[src/rtl/pc_sequencer_if.sv]
// pc_sequencer_if: control and handshake bundle between the PC sequencer and its environment
interface pc_sequencer_if #(parameter int OFF_W = 9);
    logic              start;
    logic              abort;
    logic [15:0]       pc_in;
    logic              mem_ack;
    logic              br_req;
    logic              br_taken;
    logic [OFF_W-1:0]  br_offset;
    logic              pc_reset;
    logic              jump_flag;
    logic [15:0]       next;
    logic              fetch_req;
    logic              busy;
    logic              halted;
    logic [15:0]       instr_count;

    modport slave (
        input  start, abort, pc_in, mem_ack, br_req, br_taken, br_offset,
        output pc_reset, jump_flag, next, fetch_req, busy, halted, instr_count
    );

    modport master (
        output start, abort, pc_in, mem_ack, br_req, br_taken, br_offset,
        input  pc_reset, jump_flag, next, fetch_req, busy, halted, instr_count
    );
endinterface

[src/rtl/pc_sequencer.sv]
// pc_sequencer: fetch/execute sequencer that steers an external PC register and counts retired instructions
module pc_sequencer #(
    parameter int LAST_ADDR = 27,
    parameter int OFF_W     = 9
) (
    input logic          clk,
    input logic          rst_n,
    pc_sequencer_if.slave bus
);
    typedef enum logic [1:0] {IDLE, FETCH, EXEC, HALT} state_t;

    localparam logic signed [16:0] LAST_S = 17'(LAST_ADDR);

    state_t             state_q, state_d;
    logic [15:0]        count_q, count_d;
    logic               taken;
    logic signed [16:0] off_ext;
    logic signed [16:0] sum;
    logic [15:0]        target;

    assign taken   = bus.br_req & bus.br_taken;
    assign off_ext = {{(17 - OFF_W){bus.br_offset[OFF_W-1]}}, bus.br_offset};
    assign sum     = $signed({1'b0, bus.pc_in}) + off_ext;
    assign target  = sum < 0 ? 16'd0 : sum > LAST_S ? 16'(LAST_ADDR) : sum[15:0];

    // next state and retired-instruction count; abort wins over everything and freezes the count
    always_comb begin
        state_d = state_q;
        count_d = count_q;
        if (bus.abort) state_d = IDLE;
        else case (state_q)
            IDLE: if (bus.start) begin
                state_d = FETCH;
                count_d = '0;
            end
            FETCH: if (bus.mem_ack) state_d = EXEC;
            EXEC: begin
                state_d = (bus.pc_in == 16'(LAST_ADDR) && !taken) ? HALT : FETCH;
                count_d = count_q + 16'd1;
            end
            HALT: if (bus.start) state_d = IDLE;
            default: state_d = IDLE;
        endcase
    end

    // PC control is Mealy on the branch inputs; status flags decode the state alone
    always_comb begin
        bus.pc_reset  = state_q == IDLE;
        bus.fetch_req = state_q == FETCH;
        bus.jump_flag = state_q == FETCH || state_q == HALT || (state_q == EXEC && taken);
        bus.next      = (state_q == FETCH || state_q == HALT) ? bus.pc_in :
                        (state_q == EXEC && taken) ? target : 16'd0;
        bus.busy      = state_q == FETCH || state_q == EXEC;
        bus.halted    = state_q == HALT;
    end

    assign bus.instr_count = count_q;

    // state register with asynchronous clear
    always_ff @(posedge clk or negedge rst_n) begin
        if (!rst_n) begin
            state_q <= IDLE;
            count_q <= '0;
        end else begin
            state_q <= state_d;
            count_q <= count_d;
        end
    end
endmodule

[src/flat_wrapper.sv]
// flat-port wrapper written by rule: the top's interface ports become plain ports
module pc_sequencer_flat 
#(
    parameter int LAST_ADDR = 27,
    parameter int OFF_W     = 9
)
  (clk, rst_n, bus_start, bus_abort, bus_pc_in, bus_mem_ack, bus_br_req, bus_br_taken, bus_br_offset, bus_pc_reset, bus_jump_flag, bus_next, bus_fetch_req, bus_busy, bus_halted, bus_instr_count);
  pc_sequencer_if #(.OFF_W(OFF_W)) bus_i ();
  input logic clk;
  input logic rst_n;
  input wire logic [$bits(bus_i.start)-1:0] bus_start;
  input wire logic [$bits(bus_i.abort)-1:0] bus_abort;
  input wire logic [$bits(bus_i.pc_in)-1:0] bus_pc_in;
  input wire logic [$bits(bus_i.mem_ack)-1:0] bus_mem_ack;
  input wire logic [$bits(bus_i.br_req)-1:0] bus_br_req;
  input wire logic [$bits(bus_i.br_taken)-1:0] bus_br_taken;
  input wire logic [$bits(bus_i.br_offset)-1:0] bus_br_offset;
  output wire logic [$bits(bus_i.pc_reset)-1:0] bus_pc_reset;
  output wire logic [$bits(bus_i.jump_flag)-1:0] bus_jump_flag;
  output wire logic [$bits(bus_i.next)-1:0] bus_next;
  output wire logic [$bits(bus_i.fetch_req)-1:0] bus_fetch_req;
  output wire logic [$bits(bus_i.busy)-1:0] bus_busy;
  output wire logic [$bits(bus_i.halted)-1:0] bus_halted;
  output wire logic [$bits(bus_i.instr_count)-1:0] bus_instr_count;
  assign bus_i.start = bus_start;
  assign bus_i.abort = bus_abort;
  assign bus_i.pc_in = bus_pc_in;
  assign bus_i.mem_ack = bus_mem_ack;
  assign bus_i.br_req = bus_br_req;
  assign bus_i.br_taken = bus_br_taken;
  assign bus_i.br_offset = bus_br_offset;
  assign bus_pc_reset = bus_i.pc_reset;
  assign bus_jump_flag = bus_i.jump_flag;
  assign bus_next = bus_i.next;
  assign bus_fetch_req = bus_i.fetch_req;
  assign bus_busy = bus_i.busy;
  assign bus_halted = bus_i.halted;
  assign bus_instr_count = bus_i.instr_count;
  pc_sequencer #(.LAST_ADDR(LAST_ADDR), .OFF_W(OFF_W)) u_core (.clk(clk), .rst_n(rst_n), .bus(bus_i));
endmodule
[config.mk]
export PLATFORM = sky130hd
export DESIGN_NAME = pc_sequencer_flat
export DESIGN_NICKNAME = d
export VERILOG_FILES = /design/src/rtl/pc_sequencer_if.sv /design/src/rtl/pc_sequencer.sv /design/src/flat_wrapper.sv
export SDC_FILE = /design/constraint.sdc
export NUM_CORES = 1
export LEC_CHECK = 0
export ABC_AREA = 1
export BUFFER_PORTS_ARGS = -buffer_cell sky130_fd_sc_hd__buf_2
export CAP_MARGIN = 20
export CORE_MARGIN = 4
export CORE_UTILIZATION = 35
export DETAILED_ROUTE_END_ITERATION = 10
export PLACE_DENSITY = 0.58
export SYNTH_ARGS = -nofsm -noshare
export SYNTH_HDL_FRONTEND = slang
export SYNTH_SLANG_ARGS = --single-unit
[constraint.sdc]
create_clock -name clk -period 2.6 [get_ports clk]
set_input_delay 0.13 -clock clk [delete_from_list [all_inputs] [get_ports clk]]
set_output_delay 0.13 -clock clk [all_outputs]
set_load 0.05 [all_outputs]
==> results of run 1 <==
timing repair:
action | CTS | global route
setup endpoints to repair | 0 | 5
endpoints found under the hold margin | 18 | 0
resized for setup | 0 | 12
hold buffers | 1 | 0
logic make-up (layout without fill, tap and decap cells):
kind of cell | Yosys count | after routing | share of synthesized area
fa+ha+maj | 23 | 23 | 0.1254
buf+inv | 85 | 157 | 0.1355
simple gates | 230 | 230 | 0.4299
compound gates | 45 | 45 | 0.1073
xor+xnor | 2 | 2 | 0.01063
flops | 18 | 18 | 0.1913
layer usage:
layer | share of wire | wire (um) | vias up | GRT usage
met5 | 0 | 0 | - | 0
met1 | 0.51 | 3299 | 1119 | 0.2215
li1 | - | - | 1413 | -
met3 | 0.047 | 306 | 5 | 0.03422
met4 | 0.0033 | 21 | 0 | 0.01913
met2 | 0.44 | 2817 | 59 | 0.2701
synth_stat cells:
cell and count:
nand2_1 129, inv_1 81, nor2_1 35, nand3_1 29, ha_1 22, a21oi_1 19, dfrtp_1 18, o21ai_0 16
nand4_1 9, nor3_1 6, nand2_2 4, nor2_2 4, and2_1 3, nand3b_1 3, o21ai_2 3, clkbuf_1 2
inv_2 2, nand3_2 2, o21ai_1 2, a21oi_2 1, a2bb2oi_1 1, and2_4 1, and3_1 1, fa_1 1
nor3_2 1, nor3_4 1, nor4_1 1, o211ai_1 1, o21a_1 1, o32ai_1 1, or2_1 1, xnor2_1 1
xor2_2 1
power breakdown:
group | switching [mW] | total (mW) | internal, mW
Combinational | 0.941 | 1.26 | 0.324
Clock | 0.0963 | 0.199 | 0.103
Sequential | 0.0215 | 0.322 | 0.300
Total | 1.06 | 1.79 | 0.727
worst max path at each step:
stage	start	endpoint	slack [ns]	depth (start not counted)
after global routing	bus_pc_in[0]	bus_next[1]	0.03	16
final	bus_pc_in[0]	bus_next[1]	0.23	16
after CTS	bus_pc_in[0]	bus_next[2]	0.14	18
after detailed placement	bus_pc_in[0]	bus_next[2]	0.14	18
after global placement	bus_pc_in[0]	bus_next[2]	0.22	18
after floorplan	u_core.state_q[1]	bus_next[10]	0.39	5
worst reg2reg max path, cell delays in order, from the launching register on:
cell and delay (ns):
dfrtp_1 0.41, inv_1 0.11, ha_1 0.26, a21oi_2 0.23, o21ai_2 0.15, nor2_2 0.20, nand4_1 0.16, nor2_1 0.26
nand3_1 0.13, o21ai_0 0.16, a21oi_1 0.05
registers in the layout, indices dropped and copies added (netlist names):
signal and flops:
u_core.state_q 2, u_core.bus.instr_count 16
cells in the final DEF (no fill, tap or decap), types with 3 or more instances in the layout:
cell type / count
o21ai_0: 16
nand3_1: 29
inv_1: 81
nor3_1: 6
a21oi_1: 19
nand3b_1: 3
o21ai_2: 3
buf_4: 6
dfrtp_1: 18
nor2_2: 6
nor2_1: 33
clkbuf_8: 3
ha_1: 21
and2_1: 3
nand2_2: 4
nand2_1: 129
buf_2: 64
nand4_1: 9
metrics by stage:
step | setup slack (ns) | utilization | cell area [sq um]
global route | 0.02941 | 0.4444 | 2870
global placement | 0.2214 | 0.4334 | 2799
floorplan | 0.3904 | - | 2355
finish | 0.2306 | 0.4444 | 2870
CTS | 0.1408 | 0.4413 | 2850
detailed placement | 0.1401 | 0.4334 | 2799
final cells by class:
class / count / area [sq um] / share of cell area
multi-input cells: 300 / 1595 / 0.5558
flip-flops and latches: 18 / 450.4 / 0.1569
repair buffers: 71 / 375.4 / 0.1308
inverters: 83 / 311.5 / 0.1085
well taps: 77 / 96.34 / 0.03357
clock buffers: 3 / 41.29 / 0.01439
==> reports/metrics.cfg, run 1 <==
[yosys]
syn-num-nets = 458
synth_area_sq_um = 2355
avgSynthCellArea_sq_um = 5.843
ys_ff_latch = 18
yosysTopAreaCell = nand2_1
yosysUniqueCellTypes = 33
seq_area_frac_synth = 0.1913
synth_warnings = 0
synth.area.top_cells = nand2_1 (21%), dfrtp_1 (19%), inv_1 (13%)
synth_cells = 403
synth_top_area_frac = 0.2056

[timing]
rsz0062_at_grt = no
min_period_ns = 2.369
worst_slew_pin_slew_ns = 0.4823
hold_ws_ns = 0.1650
period_share = 0.9113
tns_ns = 0
maxSlewHeadroom = 0.6755
fmax_mhz = 422.0
slew_viol_final = 0
setup-violations-final = 0
hold_viol = 0
skew_ns = 0.001800

[drt]
wl_per_cell_um = 11.67
via_per_inst = 4.703
drtPass1Iterations = 4
antenna_left = 0
routed_wl_mm = 6.444
via_count = 2596
drtIter0Drc = 87
remaining_drc_errors = 0

[grt]
antenna_found_initial = 0
grt_pass1_wl_mm = 11.34
grt_max_degree = 19
grt_use_total = 0.1620
grt_pass1_vias = 2539
overflow = 0

[layout]
num-fill-cells = 715
drive_gt1_frac = 0.2042
synthToLayoutAreaGrowth_pct = 21.89
stdcell_count = 552
antenna-diode-count = 0
nets = 532

[clock_network]
clkLatencyLatePin_ns = 0.26
cts_root_buf = clkbuf_8
post-cts-setup-buffers = 0
cts_tree = done
clk_pin_slew_ns = 0.07
cts_buffer_depth = 2
htreeDepth = 1
cts_buffers = 3
cts.sinks = 18

[die]
core_area_sq_um = 6459
row_count = 29
dieHeight_um = 90.03
io_pins = 69
initial_utilization = 0.3646
die_x_um = 90.03
die-area_sq_um = 8105

[place]
globalplace.congestion = 0.8572
portBuffers = 68
dpl.hpwl_mm = 5.485
place_inst = 548

[setup_path]
ff2ff_path_depth = 10
r2r_end = u_core.bus.instr_count[13]
critPathMaxStageDelay_ns = 0.34
crit_type = in2out
critPathMaxFanout = 5
worstPathArrival_ns = 2.24
crit_buf_inv = 4
cp_data_required_time_ns = 2.47
slowest_stage = fa_2
crit_path_end_kind = output pin
cp_top_family = simple AND/OR/NAND/NOR gates
r2r_start = u_core.state_q[1]
crit_chain = buf_2 > ha_2 > inv_1 > fa_2 > inv_1 > nand3_1 > nand2_2 > nand2_2 > nand3_2 > nand2_2 > o21ai_2 > xor2_2 > and2_4 > nand2_1 > o21ai_2 > buf_2
ff2ff_setup_slack_ns = 0.36
cpMostUsedCell = nand2_2
crit_path_start_kind = input port

[worst_hold_path]
holdPathEnd = u_core.bus.instr_count[1]
hold_start = bus_abort
min_path_cells = 4
hold_class = in2reg

[pwr]
ir_drop_uv = 382.7
p_total_mw = 1.786
p_leak_nw = 1.720
power_per_cell_area_nw_per_um2 = 622.1

[status]
status = complete, no violations

[run]
cap_violations = 0

Note: power is estimated with default switching activity, not from simulation.
==> inputs of run 2 (changes only) <==
- CORE_UTILIZATION: 35 -> 50
- PLACE_DENSITY: 0.58 -> 0.78
==> reports/metrics.cfg, run 2 (synthesis gave the netlist of run 1 again) <==
[clock_network]
cts_root_buf = clkbuf_8
cts.sinks = 18
cts_buffer_depth = 2
htreeDepth = 1
clk_pin_slew_ns = 0.08
clkLatencyLatePin_ns = 0.26
cts_tree = done
cts_buffers = 3

[place]
pre_cts_ws_ns = 0.1604
portBuffers = 68
dpl.hpwl_mm = 5.246
globalplace.congestion = 0.9035
placed_area_sq_um = 2760
place_inst = 522

[setup_path]
cp_top_family = simple AND/OR/NAND/NOR gates
r2r_end = u_core.bus.instr_count[13]
critPathMaxFanout = 5
ff2ff_setup_slack_ns = 0.38
crit_path_start_kind = input port
r2r_start = u_core.state_q[1]
worstPathArrival_ns = 2.31
cp_data_required_time_ns = 2.47
crit_chain = buf_2 > ha_1 > inv_1 > fa_1 > inv_1 > nand3_1 > nand2_2 > nand2_2 > nand3_2 > nand2_2 > o21ai_2 > xor2_2 > and2_4 > o21ai_1 > nand2_1 > buf_2
crit_path_end_kind = output pin
crit_start = bus_pc_in[0]
slowest_stage = fa_1
crit_buf_inv = 4
critPathMaxStageDelay_ns = 0.40
ff2ff_path_depth = 10
cpMostUsedCell = nand2_2
crit_cells = 16
cp-endpoint = bus_next[0]
crit_type = in2out

[status]
status = complete, no violations

[timing]
skew_ns = 0.009607
fmax_mhz = 410.5
hold_viol = 0
setup_slack_ns = 0.1641
period_share = 0.9369
setup-violations-final = 0
maxSlewHeadroom = 0.6258
worst_slew_pin_slew_ns = 0.5562
slew_viol_final = 0
min_period_ns = 2.436

[drt]
via_per_inst = 5.032
wl_per_cell_um = 11.79
drtIter0Drc = 125
antenna_left = 0
drtPass1Iterations = 4
via_count = 2652
remaining_drc_errors = 0
routed_wl_mm = 6.211

[layout]
stdcell_count = 527
largest_reg_flops = 16
nets = 531
synthToLayoutAreaGrowth_pct = 20.51
antenna-diode-count = 0
mostFrequentLayoutCells = nand2_1 (129), inv_1 (81), buf_2 (65)
fin_area_sq_um = 2838
final_common_cell = nand2_1
drive_gt1_frac = 0.2000

[pwr]
p_leak_nw = 1.722
ir_drop_uv = 353.9
power_per_cell_area_nw_per_um2 = 636.2

[grt]
antenna_found_initial = 0
grt_pass1_vias = 2484
grt_pass1_wl_mm = 10.67
grt_use_total = 0.2134
grt_max_degree = 19
overflow = 0

[die]
die-area_sq_um = 5871
row_count = 24
io_pins = 69
core_area_sq_um = 4444
dieHeight_um = 76.63
die_x_um = 76.63
initial_utilization = 0.5298

[run]
cap_violations = 0

[worst_hold_path]
hold_class = in2reg

run 2: changes by cell type in the layout (fill, tap and decap cells not counted), sizes merged:
cell / change
clkbuf: +3
buf: -3
run 2: stage by stage:
stage / utilization / TNS (ns) / power [mW] / hold slack, ns
after floorplan: - / 0 / 1.289 / -0.1656
after global placement: 0.6211 / 0 / 1.551 / 0.08191
after detailed placement: 0.6211 / 0 / 1.563 / 0.09179
after CTS: 0.6357 / 0 / 1.797 / 0.1480
after global routing: 0.6385 / -0.007595 / 1.935 / 0.1734
final: 0.6385 / 0 / 1.805 / 0.1455
run 2: worst min-delay path, cell delays in order:
cell and delay (ns):
buf_2 0.09, a21oi_2 0.05, nand3_1 0.06, nand2_1 0.05
run 2: worst min path at each step:
| stage | cells past startpoint | from | endpoint |
|---|---|---|---|
| 4_1_cts | 4 | bus_abort | u_core.bus.instr_count[1] |
| 3_3_place_gp | 1 | rst_n | u_core.bus.instr_count[1] |
| 6_report | 4 | bus_abort | u_core.bus.instr_count[1] |
| 2_1_floorplan | 0 | rst_n | u_core.bus.instr_count[0] |
| 3_5_place_dp | 1 | rst_n | u_core.bus.instr_count[1] |
| 5_1_grt | 4 | bus_abort | u_core.bus.instr_count[1] |
run 2: report_power, final:
part	switching [mW]	internal, mW	total (mW)
registers	0.0207	0.300	0.321
logic	0.937	0.314	1.25
clock network	0.0991	0.135	0.234
total	1.06	0.749	1.81
run 2: routing by layer:
layer | track usage | vias to the layer above | routed length (um) | part of all wire
li1 | - | 1414 | - | -
met1 | 0.2720 | 1152 | 2862 | 0.46
met4 | 0.04348 | 0 | 80 | 0.013
met2 | 0.3805 | 75 | 2957 | 0.48
met5 | 0 | - | 0 | 0
met3 | 0.03191 | 11 | 310 | 0.050
run 2: layout make-up:
cell class,instances,area [sq um]
Fill cell,439,1607
Multi-Input combinational cell,300,1590
Sequential cell,18,450.4
Timing Repair Buffer,70,365.4
Inverter,83,311.5
Tap cell,52,65.06
Clock buffer,4,55.05
run 2: what timing repair did:
| item | CTS | global route |
|---|---|---|
| hold buffers | 1 | 0 |
| setup buffers | 0 | 0 |
| endpoints found under the setup margin | 0 | 5 |
| resized for setup | 0 | 6 |
| endpoints found under the hold margin | 18 | 0 |
==> inputs of run 3 (changes only) <==
- clock period: 2.6 -> 2.3 ns (I/O delays scaled with it)
==> reports/metrics.cfg, run 3 (synthesis gave the netlist of run 1 again) <==
[setup_path]
r2r_start = u_core.state_q[0]
cp_top_family = simple AND/OR/NAND/NOR gates
cpMostUsedCell = nand2_2
crit_buf_inv = 4
r2r_end = u_core.bus.instr_count[12]
cp_data_required_time_ns = 2.18
worstPathArrival_ns = 2.06
critPathMaxFanout = 5
critPathMaxStageDelay_ns = 0.40
crit_type = in2out
ff2ff_setup_slack_ns = 0.17
crit_cells = 16
slowest_stage = fa_2
crit_path_end_kind = output pin
ff2ff_path_depth = 11
crit_path_start_kind = input port
crit_chain = buf_2 > ha_4 > inv_1 > fa_2 > inv_2 > nand3_4 > nand2_4 > nand2_2 > nand3_2 > nand2_2 > o21ai_2 > xor2_2 > and2_4 > o21ai_1 > nand2_1 > buf_6

[clock_network]
htreeDepth = 1
cts_tree = done
cts_buffers = 3
cts_buffer_depth = 2
cts_root_buf = clkbuf_8
cts.sinks = 18
clkLatencyLatePin_ns = 0.26
clk_pin_slew_ns = 0.07

[drt]
routed_wl_mm = 6.788
via_per_inst = 5.213
drtPass1Iterations = 4
drtIter0Drc = 166
wl_per_cell_um = 12.57
via_count = 2815
remaining_drc_errors = 0
antenna_left = 0

[place]
dpl.hpwl_mm = 5.412
portBuffers = 68
globalplace.congestion = 0.8873
placed_area_sq_um = 2835
place_inst = 532

[layout]
final_common_cell = nand2_1
fin_util = 0.7117
num-fill-cells = 383
drive_gt1_frac = 0.2787
synthToLayoutAreaGrowth_pct = 34.33
antenna-diode-count = 0
mostFrequentLayoutCells = nand2_1 (123), inv_1 (80), buf_2 (62)
fin_area_sq_um = 3163
multi_input_area_sq_um = 1788
largest_reg_flops = 16
stdcell_count = 540
ff_latch_area_sq_um = 450.4
nets = 544

[die]
row_count = 24
die-area_sq_um = 5871
dieHeight_um = 76.63
die_x_um = 76.63
io_pins = 69
initial_utilization = 0.5298
core_area_sq_um = 4444

[worst_hold_path]
holdPathEnd = u_core.bus.instr_count[1]
min_path_cells = 4
hold_class = in2reg
hold_start = bus_abort

[grt]
grt_use_total = 0.2250
grt_pass1_wl_mm = 11.34
overflow = 0
grt_max_degree = 19
antenna_found_initial = 0
grt_pass1_vias = 2616

[timing]
fmax_mhz = 459.1
worst_slew_pin_slew_ns = 0.5750
min_period_ns = 2.178
hold_viol = 0
period_share = 0.9470
maxSlewHeadroom = 0.6131
setup-violations-final = 0
skew_ns = 0.005226
slew_viol_final = 0

[run]
cap_violations = 0

[pwr]
power_per_cell_area_nw_per_um2 = 698.2
p_total_mw = 2.209
ir_drop_uv = 567.5
p_leak_nw = 1.804

[status]
status = complete, no violations

[run 3: cell type report]
class,instances,share of cell area
Multi-Input combinational cell,300,0.5653
Tap cell,52,0.02057
Clock buffer,4,0.01741
Sequential cell,18,0.1424
Timing Repair Buffer,83,0.1559
Inverter,83,0.09850
[run 3: metal layers]
metal  vias up  global-route usage  part of all wire
li1       1435                   -                 -
met1      1256              0.2869              0.43
met2       105              0.3954              0.49
met3        19             0.03310             0.057
met4         0             0.05797             0.019
met5         -                   0                 0
[run 3: per-stage QoR]
| stage | hold slack (ns) | setup WS (ns) | setup TNS (ns) |
|---|---|---|---|
| finish | 0.1452 | 0.1220 | 0 |
| detailed placement | 0.06728 | -0.05417 | -0.2014 |
| CTS | 0.1474 | 0.01789 | 0 |
| global placement | 0.06628 | 0.01412 | 0 |
| global route | 0.1711 | -0.03809 | -0.07145 |
| floorplan | -0.1806 | 0.1054 | 0 |
[run 3: tightest hold or removal path: cells and delay by family]
kind,cells,cell delay (ns)
buf+inv,1,0.10
simple gates,2,0.12
compound gates,1,0.05
[run 3: how the worst max path moves through the flow]
stage | from | endpoint | slack, ns
floorplan | u_core.state_q[1] | bus_next[10] | 0.11
global placement | bus_pc_in[0] | bus_next[0] | 0.01
detailed placement | bus_pc_in[0] | bus_next[2] | -0.05
CTS | bus_pc_in[0] | bus_next[3] | 0.02
global route | u_core.state_q[0] | u_core.bus.instr_count[12] | -0.04
finish | bus_pc_in[0] | bus_next[0] | 0.12
[run 3: where the power goes]
group | switching [mW] | total, mW | internal, mW
clock network | 0.112 | 0.265 | 0.152
registers | 0.0223 | 0.362 | 0.339
logic | 1.12 | 1.58 | 0.461
[run 3: repair_timing]
action,CTS,global route
gates cloned,0,0
gates resized for setup,6,46
pin swaps,0,8
buffers inserted,0,3
hold buffers,1,0
endpoints found under the hold margin,18,0
endpoints found under the setup margin,5,6
